## config.mk

```make
export PLATFORM = sky130hd
export DESIGN_NAME = muldiv_sequencer_flat
export DESIGN_NICKNAME = d
export VERILOG_FILES = /design/src/rtl/muldiv_sequencer_if.sv /design/src/rtl/muldiv_sequencer.sv /design/src/flat_wrapper.sv
export SDC_FILE = /design/constraint.sdc
export NUM_CORES = 1
export LEC_CHECK = 0
export BUFFER_PORTS_ARGS = -buffer_cell sky130_fd_sc_hd__buf_4
export CORE_ASPECT_RATIO = 0.6
export CORE_MARGIN = 2
export CORE_UTILIZATION = 45
export DETAILED_ROUTE_END_ITERATION = 8
export PLACE_DENSITY = 0.74
export RECOVER_POWER = 50
export SYNTH_ARGS = -nofsm -noshare
export SYNTH_HDL_FRONTEND = slang
export SYNTH_SLANG_ARGS = --single-unit
```

## constraint.sdc

```tcl
create_clock -name iCLK -period 13.38 [get_ports iCLK]
set_input_delay 2.007 -clock iCLK [delete_from_list [all_inputs] [get_ports iCLK]]
set_output_delay 2.007 -clock iCLK [all_outputs]
set_load 0.05 [all_outputs]
```

## src/rtl/muldiv_sequencer_if.sv

```systemverilog
// Handshake and result bundle between the pipeline and the HI/LO multiply/divide unit.
interface muldiv_sequencer_if #(
    parameter int unsigned WIDTH = 32
);
    logic             iStart;
    logic [1:0]       iOp;
    logic [WIDTH-1:0] iA;
    logic [WIDTH-1:0] iB;
    logic             iMTHI;
    logic             iMTLO;
    logic             iCancel;
    logic [WIDTH-1:0] oHI;
    logic [WIDTH-1:0] oLO;
    logic             oBusy;
    logic             oDone;

    // Pipeline side: issues requests, observes HI/LO and status.
    modport master (
        output iStart, iOp, iA, iB, iMTHI, iMTLO, iCancel,
        input  oHI, oLO, oBusy, oDone
    );

    // Unit side.
    modport slave (
        input  iStart, iOp, iA, iB, iMTHI, iMTLO, iCancel,
        output oHI, oLO, oBusy, oDone
    );
endinterface

```

## src/rtl/muldiv_sequencer.sv

```systemverilog
// Iterative HI/LO multiply/divide unit: shift-add multiply and restoring divide,
// one bit per cycle on operand magnitudes, sign correction applied in a final cycle.
module muldiv_sequencer #(
    parameter int unsigned WIDTH = 32
) (
    input logic               iCLK,
    input logic               iRST,
    muldiv_sequencer_if.slave bus
);
    typedef enum logic [1:0] {StIdle, StRun, StFix} state_e;

    localparam int unsigned     CntW     = 6;
    localparam logic [CntW-1:0] LastIter = CntW'(WIDTH - 1);

    state_e            state_q, state_d;
    logic [CntW-1:0]   cnt_q, cnt_d;
    logic              busy_q, busy_d;
    logic              done_q, done_d;
    logic              accept, step, fix_wr, mt_ok;

    // Latched operation context.
    logic              op_div_q;
    logic              neg_a_q, neg_b_q;
    logic              zero_q;
    logic [WIDTH-1:0]  dvd_q;
    logic [WIDTH-1:0]  opnd_q;
    logic [2*WIDTH-1:0] acc_q, acc_d;

    logic [WIDTH-1:0]  hi_q, lo_q;

    // Operand conditioning at accept.
    logic              signed_op, neg_a_in, neg_b_in;
    logic [WIDTH-1:0]  amag_in, bmag_in;

    // Iteration datapath.
    logic [WIDTH:0]    mul_sum;
    logic [WIDTH:0]    div_shift;
    logic              div_ge;

    // Sign-corrected results.
    logic [2*WIDTH-1:0] prod_fix;
    logic [WIDTH-1:0]   quo_fix, rem_fix, hi_fix, lo_fix;

    // FSM next-state and strobe decode.
    always_comb begin
        state_d = state_q;
        cnt_d   = cnt_q;
        accept  = 1'b0;
        step    = 1'b0;
        fix_wr  = 1'b0;
        done_d  = 1'b0;
        unique case (state_q)
            StIdle: begin
                if (bus.iStart) begin
                    accept  = 1'b1;
                    cnt_d   = '0;
                    state_d = StRun;
                end
            end
            StRun: begin
                if (bus.iCancel) begin
                    state_d = StIdle;
                end else begin
                    step  = 1'b1;
                    cnt_d = cnt_q + 1'b1;
                    if (cnt_q == LastIter) begin
                        state_d = StFix;
                    end
                end
            end
            StFix: begin
                state_d = StIdle;
                // Cancel suppresses the write-back even in the final cycle.
                if (!bus.iCancel) begin
                    fix_wr = 1'b1;
                    done_d = 1'b1;
                end
            end
            default: state_d = StIdle;
        endcase
        busy_d = (state_d != StIdle);
        mt_ok  = (state_q == StIdle) && !bus.iStart;
    end

    // FSM state, counter and registered status outputs.
    always_ff @(posedge iCLK or posedge iRST) begin
        if (iRST) begin
            state_q <= StIdle;
            cnt_q   <= '0;
            busy_q  <= 1'b0;
            done_q  <= 1'b0;
        end else begin
            state_q <= state_d;
            cnt_q   <= cnt_d;
            busy_q  <= busy_d;
            done_q  <= done_d;
        end
    end

    // Operand magnitudes, one iteration step, and final sign correction.
    always_comb begin
        signed_op = ~bus.iOp[0];
        neg_a_in  = signed_op & bus.iA[WIDTH-1];
        neg_b_in  = signed_op & bus.iB[WIDTH-1];
        amag_in   = neg_a_in ? -bus.iA : bus.iA;
        bmag_in   = neg_b_in ? -bus.iB : bus.iB;

        if (acc_q[0]) begin
            mul_sum = {1'b0, acc_q[2*WIDTH-1:WIDTH]} + {1'b0, opnd_q};
        end else begin
            mul_sum = {1'b0, acc_q[2*WIDTH-1:WIDTH]};
        end

        // Partial remainder shifted left with the next dividend bit from the low half.
        div_shift = {acc_q[2*WIDTH-1:WIDTH], acc_q[WIDTH-1]};
        div_ge    = (div_shift >= {1'b0, opnd_q});

        acc_d = acc_q;
        if (accept) begin
            // Low half holds the multiplier or the dividend; it shifts out as the result forms.
            acc_d = bus.iOp[1] ? {{WIDTH{1'b0}}, amag_in} : {{WIDTH{1'b0}}, bmag_in};
        end else if (step) begin
            if (op_div_q) begin
                if (div_ge) begin
                    acc_d = {WIDTH'(div_shift - {1'b0, opnd_q}), acc_q[WIDTH-2:0], 1'b1};
                end else begin
                    acc_d = {div_shift[WIDTH-1:0], acc_q[WIDTH-2:0], 1'b0};
                end
            end else begin
                acc_d = {mul_sum, acc_q[WIDTH-1:1]};
            end
        end

        prod_fix = (neg_a_q ^ neg_b_q) ? -acc_q : acc_q;
        quo_fix  = (neg_a_q ^ neg_b_q) ? -acc_q[WIDTH-1:0] : acc_q[WIDTH-1:0];
        rem_fix  = neg_a_q ? -acc_q[2*WIDTH-1:WIDTH] : acc_q[2*WIDTH-1:WIDTH];

        if (!op_div_q) begin
            {hi_fix, lo_fix} = prod_fix;
        end else if (zero_q) begin
            // Divide by zero: raw dividend in HI, all-ones quotient.
            hi_fix = dvd_q;
            lo_fix = '1;
        end else begin
            hi_fix = rem_fix;
            lo_fix = quo_fix;
        end
    end

    // Operation context latch and iteration accumulator.
    always_ff @(posedge iCLK or posedge iRST) begin
        if (iRST) begin
            op_div_q <= 1'b0;
            neg_a_q  <= 1'b0;
            neg_b_q  <= 1'b0;
            zero_q   <= 1'b0;
            dvd_q    <= '0;
            opnd_q   <= '0;
            acc_q    <= '0;
        end else begin
            if (accept) begin
                op_div_q <= bus.iOp[1];
                neg_a_q  <= neg_a_in;
                neg_b_q  <= neg_b_in;
                zero_q   <= (bus.iB == '0);
                dvd_q    <= bus.iA;
                opnd_q   <= bus.iOp[1] ? bmag_in : amag_in;
            end
            acc_q <= acc_d;
        end
    end

    // Architectural HI/LO: operation write-back, else direct moves when idle.
    always_ff @(posedge iCLK or posedge iRST) begin
        if (iRST) begin
            hi_q <= '0;
            lo_q <= '0;
        end else if (fix_wr) begin
            hi_q <= hi_fix;
            lo_q <= lo_fix;
        end else if (mt_ok) begin
            if (bus.iMTHI) begin
                hi_q <= bus.iA;
            end
            if (bus.iMTLO) begin
                lo_q <= bus.iA;
            end
        end
    end

    assign bus.oHI   = hi_q;
    assign bus.oLO   = lo_q;
    assign bus.oBusy = busy_q;
    assign bus.oDone = done_q;
endmodule

```

## src/flat_wrapper.sv

```systemverilog
// flat-port wrapper written by rule: the top's interface ports become plain ports
module muldiv_sequencer_flat 
#(
    parameter int unsigned WIDTH = 32
)
  (iCLK, iRST, bus_iStart, bus_iOp, bus_iA, bus_iB, bus_iMTHI, bus_iMTLO, bus_iCancel, bus_oHI, bus_oLO, bus_oBusy, bus_oDone);
  muldiv_sequencer_if #(.WIDTH(WIDTH)) bus_i ();
  input logic iCLK;
  input logic iRST;
  input wire logic [$bits(bus_i.iStart)-1:0] bus_iStart;
  input wire logic [$bits(bus_i.iOp)-1:0] bus_iOp;
  input wire logic [$bits(bus_i.iA)-1:0] bus_iA;
  input wire logic [$bits(bus_i.iB)-1:0] bus_iB;
  input wire logic [$bits(bus_i.iMTHI)-1:0] bus_iMTHI;
  input wire logic [$bits(bus_i.iMTLO)-1:0] bus_iMTLO;
  input wire logic [$bits(bus_i.iCancel)-1:0] bus_iCancel;
  output wire logic [$bits(bus_i.oHI)-1:0] bus_oHI;
  output wire logic [$bits(bus_i.oLO)-1:0] bus_oLO;
  output wire logic [$bits(bus_i.oBusy)-1:0] bus_oBusy;
  output wire logic [$bits(bus_i.oDone)-1:0] bus_oDone;
  assign bus_i.iStart = bus_iStart;
  assign bus_i.iOp = bus_iOp;
  assign bus_i.iA = bus_iA;
  assign bus_i.iB = bus_iB;
  assign bus_i.iMTHI = bus_iMTHI;
  assign bus_i.iMTLO = bus_iMTLO;
  assign bus_i.iCancel = bus_iCancel;
  assign bus_oHI = bus_i.oHI;
  assign bus_oLO = bus_i.oLO;
  assign bus_oBusy = bus_i.oBusy;
  assign bus_oDone = bus_i.oDone;
  muldiv_sequencer #(.WIDTH(WIDTH)) u_core (.iCLK(iCLK), .iRST(iRST), .bus(bus_i));
endmodule
```

[Word-level counts from Yosys, hierarchy flattened]
Index checks and enable logic that the tools add are counted.
Storage, ports and cells
  register bits after elaboration: 206
  input bits: 72
  output and inout port bits: 66
Operators by class
  bitwise logic cells: 4
  $lt $le $gt $ge: 1
  equal/unequal tests: 5
  add/subtract/negate cells: 8
  reductions and logical operators: 13
  mux-type cells: 34
Operator list (count)
  2-to-1 mux 32 bit: 16
  2-to-1 mux 64 bit: 5
  negation 32 bit: 4
  negation 64 bit: 1
  adder 32 x 32 -> 33 bit: 1
  greater-or-equal comparator 33 x 32 -> 1 bit: 1
  2-to-1 mux 33 bit: 1
  zero test 32 bit: 1
  subtractor 32 bit: 1
  2-to-1 mux 6 bit: 2
  one-hot mux 6 bit (2 select lines): 1
  nonzero test 2 bit: 6
  adder 6 x 1 -> 6 bit, second input constant: 1
  equality test 6 x 5 -> 1 bit, second input constant: 1
  2-to-1 mux 2 bit: 3
  2-to-1 mux 1 bit: 5
  != test 2 bit, second input constant: 2
  one-hot mux 2 bit (2 select lines): 1
  AND reduction 2 bit: 2
  AND reduction 3 bit: 1
  AND 1 bit: 2
  equality test 2 x 1 -> 1 bit, second input constant: 1
  equality test 2 bit, second input constant: 1
  zero test 2 bit: 1
  other kinds (4): 4

[Longest topological paths before layout]
Gate-level depths: netlist (run 1).
  depth after elaboration: 5
  depth in mapped cells: 14

[Least setup slack after synthesis (run 1)]
Ideal clock, no wire load.
  kind: input -> register
  start point: input port bus_iA[9]
  end point: register u_core.acc_q[20]
  library setup time: 0.126 ns
  slack: 9.103 ns
  arrival time: 4.151 ns
  stages: 9
  required time: 13.254 ns
  path buffers: 1
  path through: clkbuf_1 > or4_4 > nor4_4 > nand3_1 > or2_1 > o31ai_1 > xor2_1 > mux2i_1 > a221o_1
On the way
  word-level cells in the longest chain between the ends: 4
RTL lines
  start: declaration: RTL line flat_wrapper.sv:12  | input wire logic [$bits(bus_i.iA)-1:0] bus_iA;
  negation 32 bit: RTL line muldiv_sequencer.sv:105  | amag_in = neg_a_in ? -bus.iA : bus.iA;
  2-to-1 mux 32 bit: RTL line muldiv_sequencer.sv:105
  2-to-1 mux 32 bit: RTL line muldiv_sequencer.sv:121  | acc_d = bus.iOp[1] ? {{WIDTH{1'b0}}, amag_in} : {{WIDTH{1'b0}}, bmag_in};
  2-to-1 mux 64 bit: RTL line muldiv_sequencer.sv:119  | if (accept) begin
  end signal: assignment: RTL line muldiv_sequencer.sv:159  | acc_q <= '0;
  end signal: assignment: RTL line muldiv_sequencer.sv:169  | acc_q <= acc_d;
  end: declaration: RTL line muldiv_sequencer.sv:27  | logic [2*WIDTH-1:0] acc_q, acc_d;
Every way passes these cells.
A chain may end at the register's enable or synchronous reset.

==> metrics, run 1 <==
Non-Filler Instances=between 2,000 and 3,000; Data arrival, critical path=a little over 7000 ps; # DRC=0; Mean Syn Cell Area=a little under 8 µm²; max-cap viol count=6; CTS Buf Count=22; layout cells sized above 1=0.09566; Final Hold Violating Endpoints=0; CP Capture Type=async pin; post-CTS setup buffer count=0; Initial Utilization=0.4588; final setup fails=0; post-synth top area share=0.2963; clk root buf=clkbuf_16; Avg WL per Cell=approximately 25 µm; Final WS setup=about 5700 ps; pre-CTS setup slack=a little over 8000 ps; final worst path period share=0.5772; Rel. slew slack=-2.171; ranking of synthesized cells by area=dfrtp_1 (30%), nand2_1 (7.8%), xnor2_1 (5.6%); CTS tree=built; Synth Register Bits=between 200 and 250; CTS-repair resized insts=0; Fmax=roughly 130 MHz; outcome=complete, but fails checks; reg2reg setup slack=roughly 7700 ps; Final nets=about 2,400; number of flops mapped to enable cells by yosys=0; peak supply drop=0.1275 mV; DRT Pass-1 Iters=6; GPL Wtd Cong=0.9794; vias per inst=6.532; first-pass GRT wire length=~100,000 µm; Slew Viols, Final=roughly 400; mapped cell area=roughly 0.017 mm²; RSZ-0062 raised after global routing=false; H-tree levels=1; Post-Layout Inst Area=0.01921 mm²; vias in the first global route=around 16,000; P_leak=8.296 nW; Final ANT Viol Nets=0; most instantiated library cell after synthesis=nand2_1; Hold Path Cell Cnt=2; failing checks=max-capacitance violations, max-slew violations; Site Rows=55; crit-path max FO=100; Post-Syn Nets=2,373; deepest clock path buffer count=3; DR iter-0 viols=between 2,000 and 2,500; Core ar.=about 0.038 mm²; r2r worst-path depth=5; Pwr per Cell Area=roughly 220 mW/mm²; post-synth top area cell=dfrtp_1; post-DP HPWL=52,340 µm; DIE HEIGHT=around 160 µm; largest net degree at the start of global routing=roughly 100; routed vias=18,113; DIE AREA=between 0.04 and 0.05 mm²; Worst-Skew Late Latency=between 500 and 600 ps; Worst Path Required=between 10,000 and 15,000 ps; hold crit path type=reg2reg; total global-route track usage=0.3377; clock sinks=around 210; synth unique cells=91; CTS Hold Bufs=0; synth cell count leaders=nand2_1 (363), dfrtp_1 (206), a21oi_1 (184); prevailing post-synth register cell=dfrtp_1; number of I/O port buffers=roughly 140; Clock transition at path regs=around 60 ps; Mapped Cells=about 2,200; Inst Count DP=around 2,700; CP startpoint kind=input pin; Synth Warn #=0; I/O pins=roughly 140; placed cell area=between 0.015 and 0.02 mm²; Setup TNS=0 ps; critical path class=in2async; slew of the pin with the lowest slew margin=about 4700 ps; total gr overflow=0; Area Growth Syn to Fin=10.43%; ys async rst share=1.000; final wirelength=69,830 µm; initial antenna violation count=2; Tmin final=just under 8000 ps; Die Wd=roughly 260 µm; Fin Clk Skew=about 17 ps; sequential share of the synthesized area=0.2963
cells in the final DEF, fill, tap and decap left out, types with 68 or more instances in the layout:
cell | Yosys | final
inv_1 | 69 | 68
nor2_1 | 172 | 171
buf_4 | 0 | 139
o21ai_0 | 161 | 161
mux2i_1 | 85 | 85
nand2_1 | 363 | 363
xor2_1 | 85 | 84
dfrtp_1 | 206 | 205
ha_1 | 69 | 69
xnor2_1 | 112 | 111
a21oi_1 | 184 | 183
power breakdown:
part / total [mW] / switching [mW] / internal (mW)
Sequential: 1.12 / 0.334 / 0.786
Clock: 0.609 / 0.282 / 0.327
Combinational: 2.51 / 1.59 / 0.922
Total: 4.24 / 2.21 / 2.03
sequential cells by signal (all words and copies together), names as in the netlist:
| register | flops |
|---|---|
| u_core.state_q | 2 |
| u_core.neg_b_q | 1 |
| u_core.cnt_q | 6 |
| u_core.bus.oDone | 1 |
| u_core.acc_q | 64 |
| u_core.opnd_q | 32 |
| u_core.neg_a_q | 1 |
| u_core.op_div_q | 1 |
| u_core.bus.oHI | 32 |
| u_core.zero_q | 1 |
| u_core.bus.oBusy | 1 |
| u_core.dvd_q | 32 |
| u_core.bus.oLO | 32 |
worst max-delay path, cell delays in order:
cell	delay, ps
clkbuf_4	110
clkinvlp_2	2630
clkbuf_1	2370
logic make-up after synthesis:
| kind of cell | after synthesis | share of synthesized area |
|---|---|---|
| multiplexers | 87 | 0.05020 |
| AND/OR/NAND/NOR | 751 | 0.1971 |
| flip-flops | 206 | 0.2963 |
| adder cells (fa/ha/maj) | 71 | 0.05192 |
| XOR/XNOR | 197 | 0.09917 |
| AO/OA/AOI/OAI | 671 | 0.2511 |
| buffers and inverters | 247 | 0.05422 |
worst paths after layout:
path,startpoint,endpoint
max,iRST,u_core.op_div_q
min,u_core.dvd_q[6],u_core.dvd_q[6]
max reg2reg,u_core.state_q[0],u_core.opnd_q[20]
min reg2reg,u_core.dvd_q[6],u_core.dvd_q[6]
max in group iCLK,bus_iStart,u_core.opnd_q[20]
min in group asynchronous,iRST,u_core.bus.oHI[10]
through the flow:
step                      hold slack [ps]  power, mW    util
after global routing                505.8      4.474  0.5066
final                               475.9      4.242  0.5067
after detailed placement            460.0      3.555  0.4918
after floorplan                     440.4      2.809       -
after global placement              455.4      3.513  0.4918
after CTS                           474.3      4.164  0.5093
final cells by class:
cell class / instances / area (µm²)
Clock buffer: 33 / 633.1
Sequential cell: 206 / 5159
Multi-Input combinational cell: 1777 / 11330
Tap cell: 513 / 641.9
Fill cell: 3671 / 18700
Antenna cell: 2 / 5.005
Inverter: 72 / 271.5
Clock inverter: 6 / 32.53
Timing Repair Buffer: 164 / 1141
routing by layer:
layer,share of wire,GRT usage,up-vias
met5,0,0,-
met4,0.025,0.07019,0
met3,0.14,0.1046,132
met2,0.39,0.4686,1139
met1,0.45,0.5071,8824
li1,-,-,8018
No activity file was read; power rests on OpenSTA's default activity.
==> run 2, diff against run 1 <==
--- a/config.mk
+++ b/config.mk
@@ -10,7 +10,7 @@
 export CORE_MARGIN = 2
 export CORE_UTILIZATION = 45
 export DETAILED_ROUTE_END_ITERATION = 8
-export PLACE_DENSITY = 0.74
+export PLACE_DENSITY = 0.76
 export RECOVER_POWER = 50
 export SYNTH_ARGS = -nofsm -noshare
 export SYNTH_HDL_FRONTEND = slang
==> constraint.sdc (replaced) <==
create_clock -name iCLK -period 6.6 [get_ports iCLK]
set_input_delay 0.99 -clock iCLK [delete_from_list [all_inputs] [get_ports iCLK]]
set_output_delay 0.99 -clock iCLK [all_outputs]
set_load 0.05 [all_outputs]
==> run 2 against run 1 <==
Against the previous run: the flow still finishes with violations (max-capacitance violations, max-slew violations); highest routed layer is now met5; register-to-register slack got worse by 5200 ps; via count up 0.31%; clock power up 120%; cell count grew 0.29%; critical path depth rose by 8.
==> metrics, run 2 (synthesis gave the netlist of run 1 again) <==
Initial Utilization=0.4588 (unchanged); outcome=complete, but fails checks; Hold WS=480.2 ps (+4.309 ps); CTS Buf Count=22 (unchanged); CP startpoint kind=flip-flop; Avg WL per Cell=25.49 µm (+1.2%); CTS-repair resized insts=0 (unchanged); global route hottest layer=met1; met2 Resource Use GR=0.4572 (-0.01139); Final ANT Viol Nets=0 (unchanged); CP max stage delay=560 ps (-2070 ps); met3 GRT Util=0.1223 (+0.01765); layout cells sized above 1=0.07991 (-0.01575); H-tree levels=1 (unchanged); Die Wd=257.8 µm (unchanged); Final nets=2,392 (+0.25%); final core utilization=0.5054 (-0.001287); DRT Pass-1 Iters=6 (unchanged); CTS tree=built; Data arrival, critical path=4600 ps (-2620 ps); CP cell instances=ha_1 > nand2_1 > or3_1 > nor4_1 > o211ai_1 > a31oi_1 > nor2b_4 > buf_4 > nand2b_1 > or3b_1 > a32o_1; RSZ-0062 raised after global routing=false; crit-path max FO=57 (-43%); P_leak=8.200 nW (-1.2%); Fmax=239.8 MHz; most frequent cells in the layout=nand2_1 (363), dfrtp_1 (205), a21oi_1 (183), nor2_1 (172), o21ai_0 (161); total global-route track usage=0.3422 (+0.004441); CTS Hold Bufs=0 (unchanged); Final Hold Violating Endpoints=0 (unchanged); Fin Clk Skew=12.43 ps (-4.258 ps); Post-Layout Inst Area=0.01916 mm² (-0.25%); total gr overflow=0 (unchanged); Rel. slew slack=-0.6837 (+1.487); Slew Viols, Final=75 (-81%); placed cell area=0.01870 mm² (+0.29%); # DRC=0 (unchanged); GPL Wtd Cong=1.027 (+4.9%); GR met1 Demand/Resource=0.5073 (about the same); Setup TNS=0 ps (unchanged); final wirelength=70,880 µm (+1.5%); hold crit path type=reg2reg; Worst-Skew Late Latency=540 ps (about the same); vias in the first global route=16,609 (+2.3%); DR iter-0 viols=2,512 (+4.4%); failing checks=max-capacitance violations, max-slew violations; Core ar.=0.03792 mm² (unchanged); Area Growth Syn to Fin=10.15%; clock sinks=206 (unchanged); Site Rows=55 (unchanged); post-CTS setup buffer count=0 (unchanged); Non-Filler Instances=2,781 (+0.29%); routed vias=18,169 (+0.31%); DIE HEIGHT=156.3 µm (unchanged); WP buf/inv=1 (-2); max-cap viol count=2 (-4); Final WS setup=2430 ps (-3227 ps); initial antenna violation count=6 (+4); first-pass GRT wire length=104,900 µm (+0.98%); deepest clock path buffer count=3 (unchanged); number of I/O port buffers=137 (unchanged); vias per inst=6.533 (about the same); Tmin final=about 4200 ps; number of flip-flops in the largest register=64 (unchanged); slew of the pin with the lowest slew margin=2526 ps (-2204 ps); largest net degree at the start of global routing=165 (+63%); crit-path leading delay family=simple AND/OR/NAND/NOR gates; post-DP HPWL=53,330 µm (+1.9%); Inst Count DP=2,738 (+0.22%); Biggest register=u_core.acc_q; commonest non-fill, non-tap cell in the layout=nand2_1; Tot Pwr=8.663 mW (+100%); clk root buf=clkbuf_16; final worst path period share=0.6318; Pwr per Cell Area=452.0 mW/mm² (+100%); Clock transition at path regs=70 ps (about the same); I/O pins=138 (unchanged); CP Capture Type=flip-flop; pre-CTS setup slack=2546 ps (-5711 ps); final setup fails=0 (unchanged); DIE AREA=0.04030 mm² (unchanged); CP max-delay cell=dfrtp_1; peak supply drop=0.2163 mV (+70%); Worst Path Required=7030 ps (-5840 ps); critical path class=reg2reg
[run 2: cell count changes in the layout (fill, tap and decap cells not counted)]
| cell | previous run | this run |
|---|---|---|
| buf_4 | 139 | 97 |
| clkinvlp_4 | 1 | 0 |
| clkinv_2 | 5 | 8 |
| bufinv_16 | 0 | 1 |
| nor2_1 | 171 | 172 |
| clkbuf_8 | 2 | 6 |
| buf_12 | 0 | 1 |
| clkbuf_1 | 32 | 73 |
| diode_2 | 2 | 3 |
| nor2_2 | 1 | 0 |
[run 2: tightest hold or removal path: cells and delay by family, from the launching register on]
| family | cells | cell delay, ps |
|---|---|---|
| flip-flops | 1 | 340 |
| AND/OR/NAND/NOR | 2 | 110 |
[run 2: cell type report]
| class | count | area [µm²] |
|---|---|---|
| tap | 513 | 641.9 |
| timing repair buffer | 170 | 1022 |
| sequential | 206 | 5159 |
| clock buffer | 31 | 665.6 |
| inverter | 72 | 271.5 |
| antenna | 3 | 7.507 |
| clock inverter | 9 | 70.07 |
| multi-input combinational | 1777 | 11330 |
| fill | 3728 | 18750 |
[run 2: where the power goes]
group | switching, mW | internal [mW] | total, mW | leakage [nW]
clock network | 0.581 | 0.741 | 1.32 | 0.374
registers | 0.631 | 1.59 | 2.22 | 2.56
logic | 3.31 | 1.80 | 5.12 | 5.26
[run 2: path summary, 6_finish.rpt]
path	start	endpoint	slack, ps	depth (start not counted)
worst max-delay path	u_core.acc_q[58]	u_core.acc_q[63]	2430	11
worst min-delay path	u_core.dvd_q[9]	u_core.dvd_q[9]	480	2
worst max register to register	u_core.acc_q[58]	u_core.acc_q[63]	2430	11
worst min register to register	u_core.dvd_q[9]	u_core.dvd_q[9]	480	2
max in group asynchronous	iRST	u_core.opnd_q[10]	3210	4
min in group asynchronous	iRST	u_core.acc_q[62]	1410	3
[run 2: metal layers]
metal | vias to the layer above | routed length (µm) | share of wire
met4 | 2 | 2239 | 0.032
met2 | 1227 | 27080 | 0.38
met3 | 134 | 10300 | 0.15
li1 | 8042 | - | -
met5 | - | 13 | 0.00018
met1 | 8764 | 31240 | 0.44
==> run 3, diff against run 2 <==
==> constraint.sdc (replaced) <==
create_clock -name iCLK -period 3.71 [get_ports iCLK]
set_input_delay 0.5565 -clock iCLK [delete_from_list [all_inputs] [get_ports iCLK]]
set_output_delay 0.5565 -clock iCLK [all_outputs]
set_load 0.05 [all_outputs]
==> run 3 against run 2 <==
Against the previous run: the flow still finishes with violations (max-capacitance violations, max-slew violations); worst hold slack worse by 200 ps; sequential power is 61% higher; flip-flop and latch count unchanged; design area grew 3.5%; non-clock buffer count rose by 69; utilization grew 1.8 points; clock skew grew 5.1 ps; largest cell class unchanged; fmax grew 15%; setup slack worse by 2300 ps; largest power group unchanged; clock power increased by 79%.
==> metrics, run 3 (synthesis gave the netlist of run 1 again) <==
outcome=complete, but fails checks; failing checks=max-capacitance violations, max-slew violations; P_leak=8.687 nW (+5.9%); Biggest register=u_core.acc_q; Core ar.=0.03792 mm² (unchanged); DIE HEIGHT=156.3 µm (unchanged); most frequent cells in the layout=nand2_1 (362), dfrtp_1 (205), buf_4 (204), a21oi_1 (183), nor2_1 (171); slew of the pin with the lowest slew margin=2154 ps (-372.1 ps); Area Growth Syn to Fin=14.06%; critical path class=reg2reg; max-cap viol count=2 (unchanged); DIE AREA=0.04030 mm² (unchanged); Tmin final=3622 ps (-548.1 ps); Avg WL per Cell=24.71 µm (-3.0%); DR iter-0 viols=3,100 (+23%); Setup TNS=0 ps (unchanged); Final ANT Viol Nets=0 (unchanged); total gr overflow=0 (unchanged); crit-path max FO=9 (-84%); Worst-Skew Late Latency=550 ps (about the same); first-pass GRT wire length=104,600 µm (-0.36%); peak supply drop=0.3814 mV (+76%); final wirelength=70,380 µm (-0.70%); initial antenna violation count=4 (-2); deepest clock path buffer count=3 (unchanged); Rel. slew slack=-0.4357 (+0.2480); I/O pins=138 (unchanged); H-tree levels=1 (unchanged); routed vias=18,503 (+1.8%); number of I/O port buffers=137 (unchanged); final worst path period share=0.9763 (+0.3445); Die Wd=257.8 µm (unchanged); Site Rows=55 (unchanged); Slew Viols, Final=208 (+180%); RSZ-0062 raised after global routing=false; GPL Wtd Cong=1.021 (-0.61%); commonest non-fill, non-tap cell in the layout=nand2_1; Register Area=0.005159 mm² (unchanged); CTS tree=built; CP Capture Type=flip-flop; vias per inst=6.497 (-0.56%); Final nets=2,462 (+2.9%); ANT cells=0 (-3); largest net degree at the start of global routing=125 (-24%); Initial Utilization=0.4588 (unchanged); Fmax=276.1 MHz (+15%); vias in the first global route=16,794 (+1.1%); total global-route track usage=0.3383 (-0.003837); post-DP HPWL=53,160 µm (-0.31%); Clock transition at path regs=70 ps (about the same); CP startpoint kind=flip-flop; Fin Clk Skew=17.52 ps (+5.087 ps); post-CTS setup buffer count=0 (unchanged); Fillers=3,605 (-3.3%); Pwr per Cell Area=801.6 mW/mm² (+77%); Worst Path Required=4140 ps (-2890 ps); Final Hold Violating Endpoints=0 (unchanged); final setup fails=0 (unchanged); CTS Buf Count=23 (+4.5%); Data arrival, critical path=4050 ps (-550 ps); Post-Layout Inst Area=0.01984 mm² (+3.5%); hold crit path type=in2reg; DRT Pass-1 Iters=9 (+3); CTS Hold Bufs=0 (unchanged); CTS-repair resized insts=0 (unchanged); # DRC=0 (unchanged); number of flip-flops in the largest register=64 (unchanged); placed cell area=0.01924 mm² (+2.9%); area of the multi-input gates=0.01135 mm² (+0.24%); layout cells sized above 1=0.1242 (+0.04429); clock sinks=206 (unchanged); clk root buf=clkbuf_16
## run 3: worst max-delay path, cell delays in order, from the launching register on
cell	delay, ps
dfrtp_1	350
inv_1	70
ha_1	450
a21oi_1	150
o21ai_0	620
a32oi_1	140
a31o_2	320
a31oi_1	280
nor2b_4	130
nand2b_1	280
or3b_1	430
a32o_1	270
## run 3: area by class of cell
class / instances / area share
Sequential cell: 206 / 0.2600
Inverter: 72 / 0.01368
Clock buffer: 32 / 0.03172
Clock inverter: 9 / 0.005044
Timing Repair Buffer: 239 / 0.08506
Tap cell: 513 / 0.03235
Multi-Input combinational cell: 1777 / 0.5722
## run 3: metrics by stage
stage | std cells | hold slack [ps] | total power [mW] | utilization | worst slack, ps
floorplan | 2230 | 440.4 | 10.13 | - | 362.9
global placement | 2807 | 452.2 | 13.04 | 0.5075 | 254.9
detailed placement | 2807 | 463.3 | 13.22 | 0.5075 | 135.6
CTS | 2848 | 189.9 | 15.61 | 0.5267 | 121.4
global route | 2848 | 282.6 | 16.74 | 0.5233 | 5.554
finish | 2848 | 279.5 | 15.91 | 0.5233 | 87.90
## run 3: final timing paths
path	from	end	slack, ps	cells after the start
worst min register to register	u_core.dvd_q[17]	u_core.dvd_q[17]	480	2
worst max-delay path	u_core.opnd_q[18]	u_core.acc_q[63]	90	11
max in group asynchronous	iRST	u_core.op_div_q	1470	3
min in group asynchronous	iRST	u_core.acc_q[61]	730	3
worst max register to register	u_core.opnd_q[18]	u_core.acc_q[63]	90	11
worst min-delay path	bus_iB[31]	u_core.zero_q	280	2
## run 3: layer usage
| metal | global-route usage | wire length (µm) |
|---|---|---|
| met4 | 0.08203 | 1855 |
| met1 | 0.5191 | 30800 |
| met5 | 0 | 0 |
| met3 | 0.09637 | 10310 |
| met2 | 0.4572 | 27400 |
## run 3: power breakdown
group | switching [mW] | internal (mW)
Combinational | 6.32 | 3.66
Clock | 1.04 | 1.32
Sequential | 0.732 | 2.84
